File: src/rtl/bus_edge_monitor_pkg.sv
// Shared types and defaults for the bus edge monitor.
//   WIDTH : monitored bus width
//   TS_W  : timestamp width
//   DEPTH : event FIFO depth (power of two, >= 2)
//   CNT_W : saturating counter width
package bus_edge_mon_pkg;

    localparam int unsigned WIDTH = 4;
    localparam int unsigned TS_W  = 16;
    localparam int unsigned DEPTH = 8;
    localparam int unsigned CNT_W = 8;
    localparam int unsigned PTR_W = $clog2(DEPTH);

    // One recorded edge event: timestamp of the sampling edge plus both masks.
    typedef struct packed {
        logic [TS_W-1:0]  ts;
        logic [WIDTH-1:0] rise;
        logic [WIDTH-1:0] fall;
    } edge_evt_t;

    // Priming discards the first sample after reset; armed compares against prev.
    typedef enum logic {
        ST_PRIME = 1'b0,
        ST_ARMED = 1'b1
    } mon_state_e;

    // Increment that sticks at all-ones.
    function automatic logic [CNT_W-1:0] sat_inc(input logic [CNT_W-1:0] v);
        return (v == {CNT_W{1'b1}}) ? v : v + CNT_W'(1);
    endfunction

endpackage

File: src/rtl/bus_edge_monitor_if.sv
// Bus/event signals of the edge monitor.
//   master : the monitor (samples din, drives edge masks, counters and FIFO head)
//   slave  : the environment (drives din and evt_ready_i, observes the rest)
interface bus_edge_monitor_if;
    import bus_edge_mon_pkg::*;

    logic [WIDTH-1:0] din;
    logic [WIDTH-1:0] rise_o;
    logic [WIDTH-1:0] fall_o;
    logic             lsb_rose_o;
    logic [CNT_W-1:0] lsb_rise_cnt_o;
    logic             evt_valid_o;
    logic             evt_ready_i;
    logic [TS_W-1:0]  evt_ts_o;
    logic [WIDTH-1:0] evt_rise_o;
    logic [WIDTH-1:0] evt_fall_o;
    logic             overflow_o;
    logic [CNT_W-1:0] drop_cnt_o;

    modport master (
        input  din, evt_ready_i,
        output rise_o, fall_o, lsb_rose_o, lsb_rise_cnt_o,
               evt_valid_o, evt_ts_o, evt_rise_o, evt_fall_o,
               overflow_o, drop_cnt_o
    );

    modport slave (
        output din, evt_ready_i,
        input  rise_o, fall_o, lsb_rose_o, lsb_rise_cnt_o,
               evt_valid_o, evt_ts_o, evt_rise_o, evt_fall_o,
               overflow_o, drop_cnt_o
    );

endinterface

File: src/rtl/bus_edge_monitor_fifo.sv
// Synchronous single-clock FIFO of edge_evt_t.
//   clk, rst    : clock, synchronous active-high reset
//   push_i      : write request (accepted when not full, or full with a pop)
//   push_data_i : event to write
//   pop_i       : read request (ignored while empty)
//   head_o      : oldest stored event
//   valid_o     : FIFO not empty
//   full_o      : FIFO holds DEPTH entries
module edge_evt_fifo
    import bus_edge_mon_pkg::*;
(
    input  logic      clk,
    input  logic      rst,
    input  logic      push_i,
    input  edge_evt_t push_data_i,
    input  logic      pop_i,
    output edge_evt_t head_o,
    output logic      valid_o,
    output logic      full_o
);

    localparam int unsigned CNT_FW = PTR_W + 1;

    edge_evt_t         mem_q [DEPTH];
    logic [PTR_W-1:0]  wr_ptr_q, wr_ptr_d;
    logic [PTR_W-1:0]  rd_ptr_q, rd_ptr_d;
    logic [CNT_FW-1:0] count_q, count_d;
    logic              valid_q, full_q;
    logic              do_push, do_pop;

    // Pointer/occupancy update; a pop frees the slot a same-cycle push needs.
    always_comb begin
        do_pop   = pop_i & valid_q;
        do_push  = push_i & (~full_q | do_pop);
        wr_ptr_d = do_push ? wr_ptr_q + PTR_W'(1) : wr_ptr_q;
        rd_ptr_d = do_pop  ? rd_ptr_q + PTR_W'(1) : rd_ptr_q;
        case ({do_push, do_pop})
            2'b10:   count_d = count_q + CNT_FW'(1);
            2'b01:   count_d = count_q - CNT_FW'(1);
            default: count_d = count_q;
        endcase
    end

    always_ff @(posedge clk) begin
        if (rst) begin
            wr_ptr_q <= '0;
            rd_ptr_q <= '0;
            count_q  <= '0;
            valid_q  <= 1'b0;
            full_q   <= 1'b0;
        end else begin
            wr_ptr_q <= wr_ptr_d;
            rd_ptr_q <= rd_ptr_d;
            count_q  <= count_d;
            valid_q  <= (count_d != '0);
            full_q   <= (count_d == CNT_FW'(DEPTH));
        end
    end

    // Storage needs no reset; occupancy flags qualify its contents.
    always_ff @(posedge clk) begin
        if (do_push) begin
            mem_q[wr_ptr_q] <= push_data_i;
        end
    end

    assign head_o  = mem_q[rd_ptr_q];
    assign valid_o = valid_q;
    assign full_o  = full_q;

endmodule

File: src/rtl/bus_edge_monitor.sv
// Per-bit edge detector and timestamped event recorder for a WIDTH-bit bus.
//   clk, rst : clock, synchronous active-high reset
//   bus      : master modport - din in, rise/fall masks, LSB rise count,
//              event FIFO head with valid/ready, overflow flag and drop count
module bus_edge_monitor
    import bus_edge_mon_pkg::*;
(
    input  logic               clk,
    input  logic               rst,
    bus_edge_monitor_if.master bus
);

    mon_state_e       state_q, state_d;
    logic             sample_en;
    logic [WIDTH-1:0] prev_q, prev_d;
    logic [WIDTH-1:0] rise_q, rise_d;
    logic [WIDTH-1:0] fall_q, fall_d;
    logic [TS_W-1:0]  ts_q;
    logic [TS_W-1:0]  evt_ts_q;
    logic [CNT_W-1:0] lsb_cnt_q, lsb_cnt_d;
    logic [CNT_W-1:0] drop_cnt_q, drop_cnt_d;
    logic             overflow_q, overflow_d;
    logic             evt_pending, pop_evt, drop_evt;
    logic             fifo_valid, fifo_full;
    edge_evt_t        push_data, head;

    // State register
    always_ff @(posedge clk) begin
        if (rst) begin
            state_q <= ST_PRIME;
        end else begin
            state_q <= state_d;
        end
    end

    // Next state: one priming sample, then armed until reset
    always_comb begin
        state_d = state_q;
        case (state_q)
            ST_PRIME: state_d = ST_ARMED;
            ST_ARMED: state_d = ST_ARMED;
            default:  state_d = ST_PRIME;
        endcase
    end

    // State outputs: edges are only reported once prev holds a real sample
    always_comb begin
        sample_en = 1'b0;
        case (state_q)
            ST_ARMED: sample_en = 1'b1;
            default:  sample_en = 1'b0;
        endcase
    end

    // Edge detection, counters and drop policy
    always_comb begin
        prev_d = bus.din;
        rise_d = '0;
        fall_d = '0;
        if (sample_en) begin
            rise_d = bus.din & ~prev_q;
            fall_d = ~bus.din & prev_q;
        end
        lsb_cnt_d = rise_d[0] ? sat_inc(lsb_cnt_q) : lsb_cnt_q;

        // Registered masks are pushed one cycle after the sampling edge
        evt_pending    = |(rise_q | fall_q);
        push_data.ts   = evt_ts_q;
        push_data.rise = rise_q;
        push_data.fall = fall_q;
        pop_evt        = fifo_valid & bus.evt_ready_i;
        drop_evt       = evt_pending & fifo_full & ~pop_evt;
        overflow_d     = overflow_q | drop_evt;
        drop_cnt_d     = drop_evt ? sat_inc(drop_cnt_q) : drop_cnt_q;
    end

    always_ff @(posedge clk) begin
        if (rst) begin
            prev_q     <= '0;
            rise_q     <= '0;
            fall_q     <= '0;
            ts_q       <= '0;
            evt_ts_q   <= '0;
            lsb_cnt_q  <= '0;
            drop_cnt_q <= '0;
            overflow_q <= 1'b0;
        end else begin
            prev_q     <= prev_d;
            rise_q     <= rise_d;
            fall_q     <= fall_d;
            ts_q       <= ts_q + TS_W'(1);
            evt_ts_q   <= ts_q;
            lsb_cnt_q  <= lsb_cnt_d;
            drop_cnt_q <= drop_cnt_d;
            overflow_q <= overflow_d;
        end
    end

    edge_evt_fifo u_fifo (
        .clk         (clk),
        .rst         (rst),
        .push_i      (evt_pending),
        .push_data_i (push_data),
        .pop_i       (pop_evt),
        .head_o      (head),
        .valid_o     (fifo_valid),
        .full_o      (fifo_full)
    );

    assign bus.rise_o         = rise_q;
    assign bus.fall_o         = fall_q;
    assign bus.lsb_rose_o     = rise_q[0];
    assign bus.lsb_rise_cnt_o = lsb_cnt_q;
    assign bus.evt_valid_o    = fifo_valid;
    assign bus.evt_ts_o       = head.ts;
    assign bus.evt_rise_o     = head.rise;
    assign bus.evt_fall_o     = head.fall;
    assign bus.overflow_o     = overflow_q;
    assign bus.drop_cnt_o     = drop_cnt_q;

endmodule
File: src/flat_wrapper.sv
// flat-port wrapper written by rule: the top's interface ports become plain ports
module bus_edge_monitor_flat import bus_edge_mon_pkg::*;
  (clk, rst, bus_din, bus_evt_ready_i, bus_rise_o, bus_fall_o, bus_lsb_rose_o, bus_lsb_rise_cnt_o, bus_evt_valid_o, bus_evt_ts_o, bus_evt_rise_o, bus_evt_fall_o, bus_overflow_o, bus_drop_cnt_o);
  bus_edge_monitor_if bus_i ();
  input  logic clk;
  input  logic rst;
  input wire logic [$bits(bus_i.din)-1:0] bus_din;
  input wire logic [$bits(bus_i.evt_ready_i)-1:0] bus_evt_ready_i;
  output wire logic [$bits(bus_i.rise_o)-1:0] bus_rise_o;
  output wire logic [$bits(bus_i.fall_o)-1:0] bus_fall_o;
  output wire logic [$bits(bus_i.lsb_rose_o)-1:0] bus_lsb_rose_o;
  output wire logic [$bits(bus_i.lsb_rise_cnt_o)-1:0] bus_lsb_rise_cnt_o;
  output wire logic [$bits(bus_i.evt_valid_o)-1:0] bus_evt_valid_o;
  output wire logic [$bits(bus_i.evt_ts_o)-1:0] bus_evt_ts_o;
  output wire logic [$bits(bus_i.evt_rise_o)-1:0] bus_evt_rise_o;
  output wire logic [$bits(bus_i.evt_fall_o)-1:0] bus_evt_fall_o;
  output wire logic [$bits(bus_i.overflow_o)-1:0] bus_overflow_o;
  output wire logic [$bits(bus_i.drop_cnt_o)-1:0] bus_drop_cnt_o;
  assign bus_i.din = bus_din;
  assign bus_i.evt_ready_i = bus_evt_ready_i;
  assign bus_rise_o = bus_i.rise_o;
  assign bus_fall_o = bus_i.fall_o;
  assign bus_lsb_rose_o = bus_i.lsb_rose_o;
  assign bus_lsb_rise_cnt_o = bus_i.lsb_rise_cnt_o;
  assign bus_evt_valid_o = bus_i.evt_valid_o;
  assign bus_evt_ts_o = bus_i.evt_ts_o;
  assign bus_evt_rise_o = bus_i.evt_rise_o;
  assign bus_evt_fall_o = bus_i.evt_fall_o;
  assign bus_overflow_o = bus_i.overflow_o;
  assign bus_drop_cnt_o = bus_i.drop_cnt_o;
  bus_edge_monitor u_core (.clk(clk), .rst(rst), .bus(bus_i));
endmodule
File: config.mk
export PLATFORM = sky130hd
export DESIGN_NAME = bus_edge_monitor_flat
export DESIGN_NICKNAME = d
export VERILOG_FILES = /design/src/rtl/bus_edge_monitor_pkg.sv /design/src/rtl/bus_edge_monitor_if.sv /design/src/rtl/bus_edge_monitor_fifo.sv /design/src/rtl/bus_edge_monitor.sv /design/src/flat_wrapper.sv
export SDC_FILE = /design/constraint.sdc
export NUM_CORES = 1
export LEC_CHECK = 0
export CAP_MARGIN = 0
export CORE_MARGIN = 3
export CORE_UTILIZATION = 35
export DETAILED_ROUTE_END_ITERATION = 6
export SETUP_SLACK_MARGIN = 0.1
export SYNTH_ARGS = -nofsm -noshare
export SYNTH_HDL_FRONTEND = slang
export SYNTH_SLANG_ARGS = --single-unit
File: constraint.sdc
create_clock -name clk -period 5.8 [get_ports clk]
set_input_delay 0.87 -clock clk [delete_from_list [all_inputs] [get_ports clk]]
set_output_delay 0.87 -clock clk [all_outputs]
set_load 0.03 [all_outputs]
==> reports/qor.csv <==
metric,value,unit
status,"complete, no violations",
critPathKind,reg -> out,
pwr_density_cell,379.2,nW/µm²
hold_viol,0,
die_area,31500,µm²
synth_mux_area_frac,0.1387,
num_vias,5345,
yosysTopAreaCell,edfxtp_1,
endpoint,bus_evt_ts_o[10],
synth_ff_type,edfxtp_1,
cts.repair.resized,0,
finClkSkew,18.59,ps
synth_edf_count,192,
clock_sink_count,269,
area_delta_synth_final,18.87,%
ys_seq_area_frac,0.7100,
grt_max_degree,54,
synth_top_area_share,0.5602,
cp_data_arrival_time,3120,ps
dp_hpwl,11980,µm
syn_inst,593,
antenna_found_initial,0,
diodes,0,
final_nets,678,
synth_most_common_cell,edfxtp_1,
slew_headroom,0.3210,
setup_viol,0,
rsz0062_at_grt,no,
port_buffers,57,
syn_nets,608,
via_per_inst,5.005,
synth_xor_xnor_area_share,0.01617,
core_area,28860,µm²
finalWirelength,20180,µm
synth_seq_cells,269,
reg2reg_from,u_core.bus.rise_o[0],
io_pins,58,
gr-usage-met3,0.02396,
htreeDepth,1,
num_rows,62,
drv_slew,0,
drt-pass1-iter-count,4,
die_w,177.5,µm
die_h,177.5,µm
clk_pin_slew,60,ps
crit_fanout,30,
period_share,0.6880,
hold_buffers,0,
worstPathRequired,4930,ps
yosys.area_share.adder,0.009726,
tns,0,ps
synth_area,10290,µm²
grt_pass1_wl,31710,µm
fillers,2563,
fin_crit,3990,ps
ir_drop,177.4,µV
synthTopCellsByArea,"edfxtp_1, dfxtp_1, mux4_2",
r2r-end,u_core.u_fifo.full_o,
start_util,0.3566,
synth_simple_gate_area_frac,0.08097,
p_leak,0.003967,µW
gp_congestion,0.7495,
yosys-top-cells-count,"edfxtp_1, dfxtp_1, mux4_2",
hold_path.class,reg -> reg,
synth_compound_gate_area_share,0.02663,
r2r_slack,2840,ps
grt-ovfl-total,0,
timing.fmax,250.6,MHz
cts_tree,built,
remaining_drc_errors,0,
worst_pin_slew,1019,ps
cts_buffers,27,
worst_slack,1810,ps
grt_pass1_vias,5721,
reg2reg_depth,10,
grt_use_total,0.1282,
gr-usage-met1,0.1632,
cts_root_buf,clkbuf_16,
drtAntennaViolNets,0,
drt_iter0_markers,298,
synth_top_family_by_area,multiplexers,
clk_path_buf_depth,3,
busiest_layer,met2,
ys_warn_count,0,
wl_per_cell,18.89,µm
clk_latency,530,ps
syn_area_per_cell,17.35,µm²
synthArstFlopShare,0,
maxCapViolations,0,
cp-start-kind,flop,
use_met2,0.2243,
worstSetupEndpointType,primary output,
post_cts_buffers,0,
yosys.cell_types.count,55,
drive_above_1_share,0.2222,
dp_slack,2122,ps
## stage by stage
stage                 util  power [µW]  hold slack, ps  instance area [µm²]  instances
floorplan                -        2721           388.1                10290        593
detailed placement  0.3919        2935           412.0                11310       1018
finish              0.4239        4638           414.2                12230       1068
CTS                 0.4239        4693           419.3                12230       1068
global placement    0.3919        2920           397.2                11310       1018
global route        0.4239        4814           440.2                12230       1068
## per-layer routing
layer,routed length [µm],vias to the layer above
met2,10260,119
met1,8633,2744
li1,-,2448
met4,395,0
met5,0,-
met3,889,34
## sequential cells by signal, indices dropped and copies added (netlist names), 4 cells and up, named ones only
register and cells:
u_core.u_fifo.mem_q 192, u_core.evt_ts_q 16, u_core.ts_q 16, u_core.bus.drop_cnt_o 8, u_core.bus.lsb_rise_cnt_o 8, u_core.bus.fall_o 4
u_core.bus.rise_o 4, u_core.prev_q 4, u_core.u_fifo.count_q 4
## cells in the final DEF, fill, tap and decap left out, drive strengths merged, types with 2 or more instances in the layout
cell type and n:
mux4 48, nor4 6, nand3b 2, clkbuf 41, o21ai 8, mux2i 2
nand4 4, nor3 5, ha 8, nor4b 3, edfxtp 192, nor2 34
o41ai 2, clkdlybuf4s50 56, inv 12, a21oi 17, xor2 10, buf 10
or4 5, nor2b 24, nand2 18, mux2 29, xnor2 9, o31ai 4
and3 3, nor3b 13, clkinv 3, or3 6, and4 3, a21boi 2
bufinv 2, nand3 13, dfxtp 77
## worst max-delay path, cell delays in order, from the launching register on
cell and delay, ps:
dfxtp_2 910, buf_4 420, mux4_2 370, mux2_2 280, clkdlybuf4s50_1 600
## worst min path at each step
stage,start,end,slack (ps),cells past startpoint
6_report,u_core.prev_q[1],u_core.bus.rise_o[1],410,1
4_1_cts,u_core.prev_q[1],u_core.bus.rise_o[1],420,1
3_3_place_gp,u_core.prev_q[2],u_core.bus.rise_o[2],400,1
3_5_place_dp,u_core.prev_q[1],u_core.bus.rise_o[1],410,1
5_1_grt,u_core.prev_q[1],u_core.bus.rise_o[1],440,1
2_1_floorplan,u_core.prev_q[3],u_core.bus.rise_o[3],390,1
## cell families after synthesis
family,count (synthesis)
AOI/OAI and AO/OA,42
xor gates and xnor gates,19
adders and majority gates,8
buffers and inverters,34
DFF,269
muxes,79
and+or+nand+nor,142
## final cells by class
cell class / count / area [µm²] / area share
multi-input combinational: 290 / 2848 / 0.2328
tap: 384 / 480.5 / 0.03928
clock inverter: 9 / 106.4 / 0.008694
clock buffer: 41 / 818.3 / 0.06689
inverter: 9 / 33.78 / 0.002762
sequential: 269 / 7313 / 0.5978
timing repair buffer: 66 / 633.1 / 0.05175
## power breakdown
part / internal [µW] / total, µW / switching, µW / leakage (µW)
clock network: 1070 / 1760 / 691 / 0.000456
registers: 2130 / 2250 / 114 / 0.00241
logic: 330 / 636 / 306 / 0.00110
total: 3530 / 4640 / 1110 / 0.00397
Note: power is estimated with default switching activity, not from simulation.
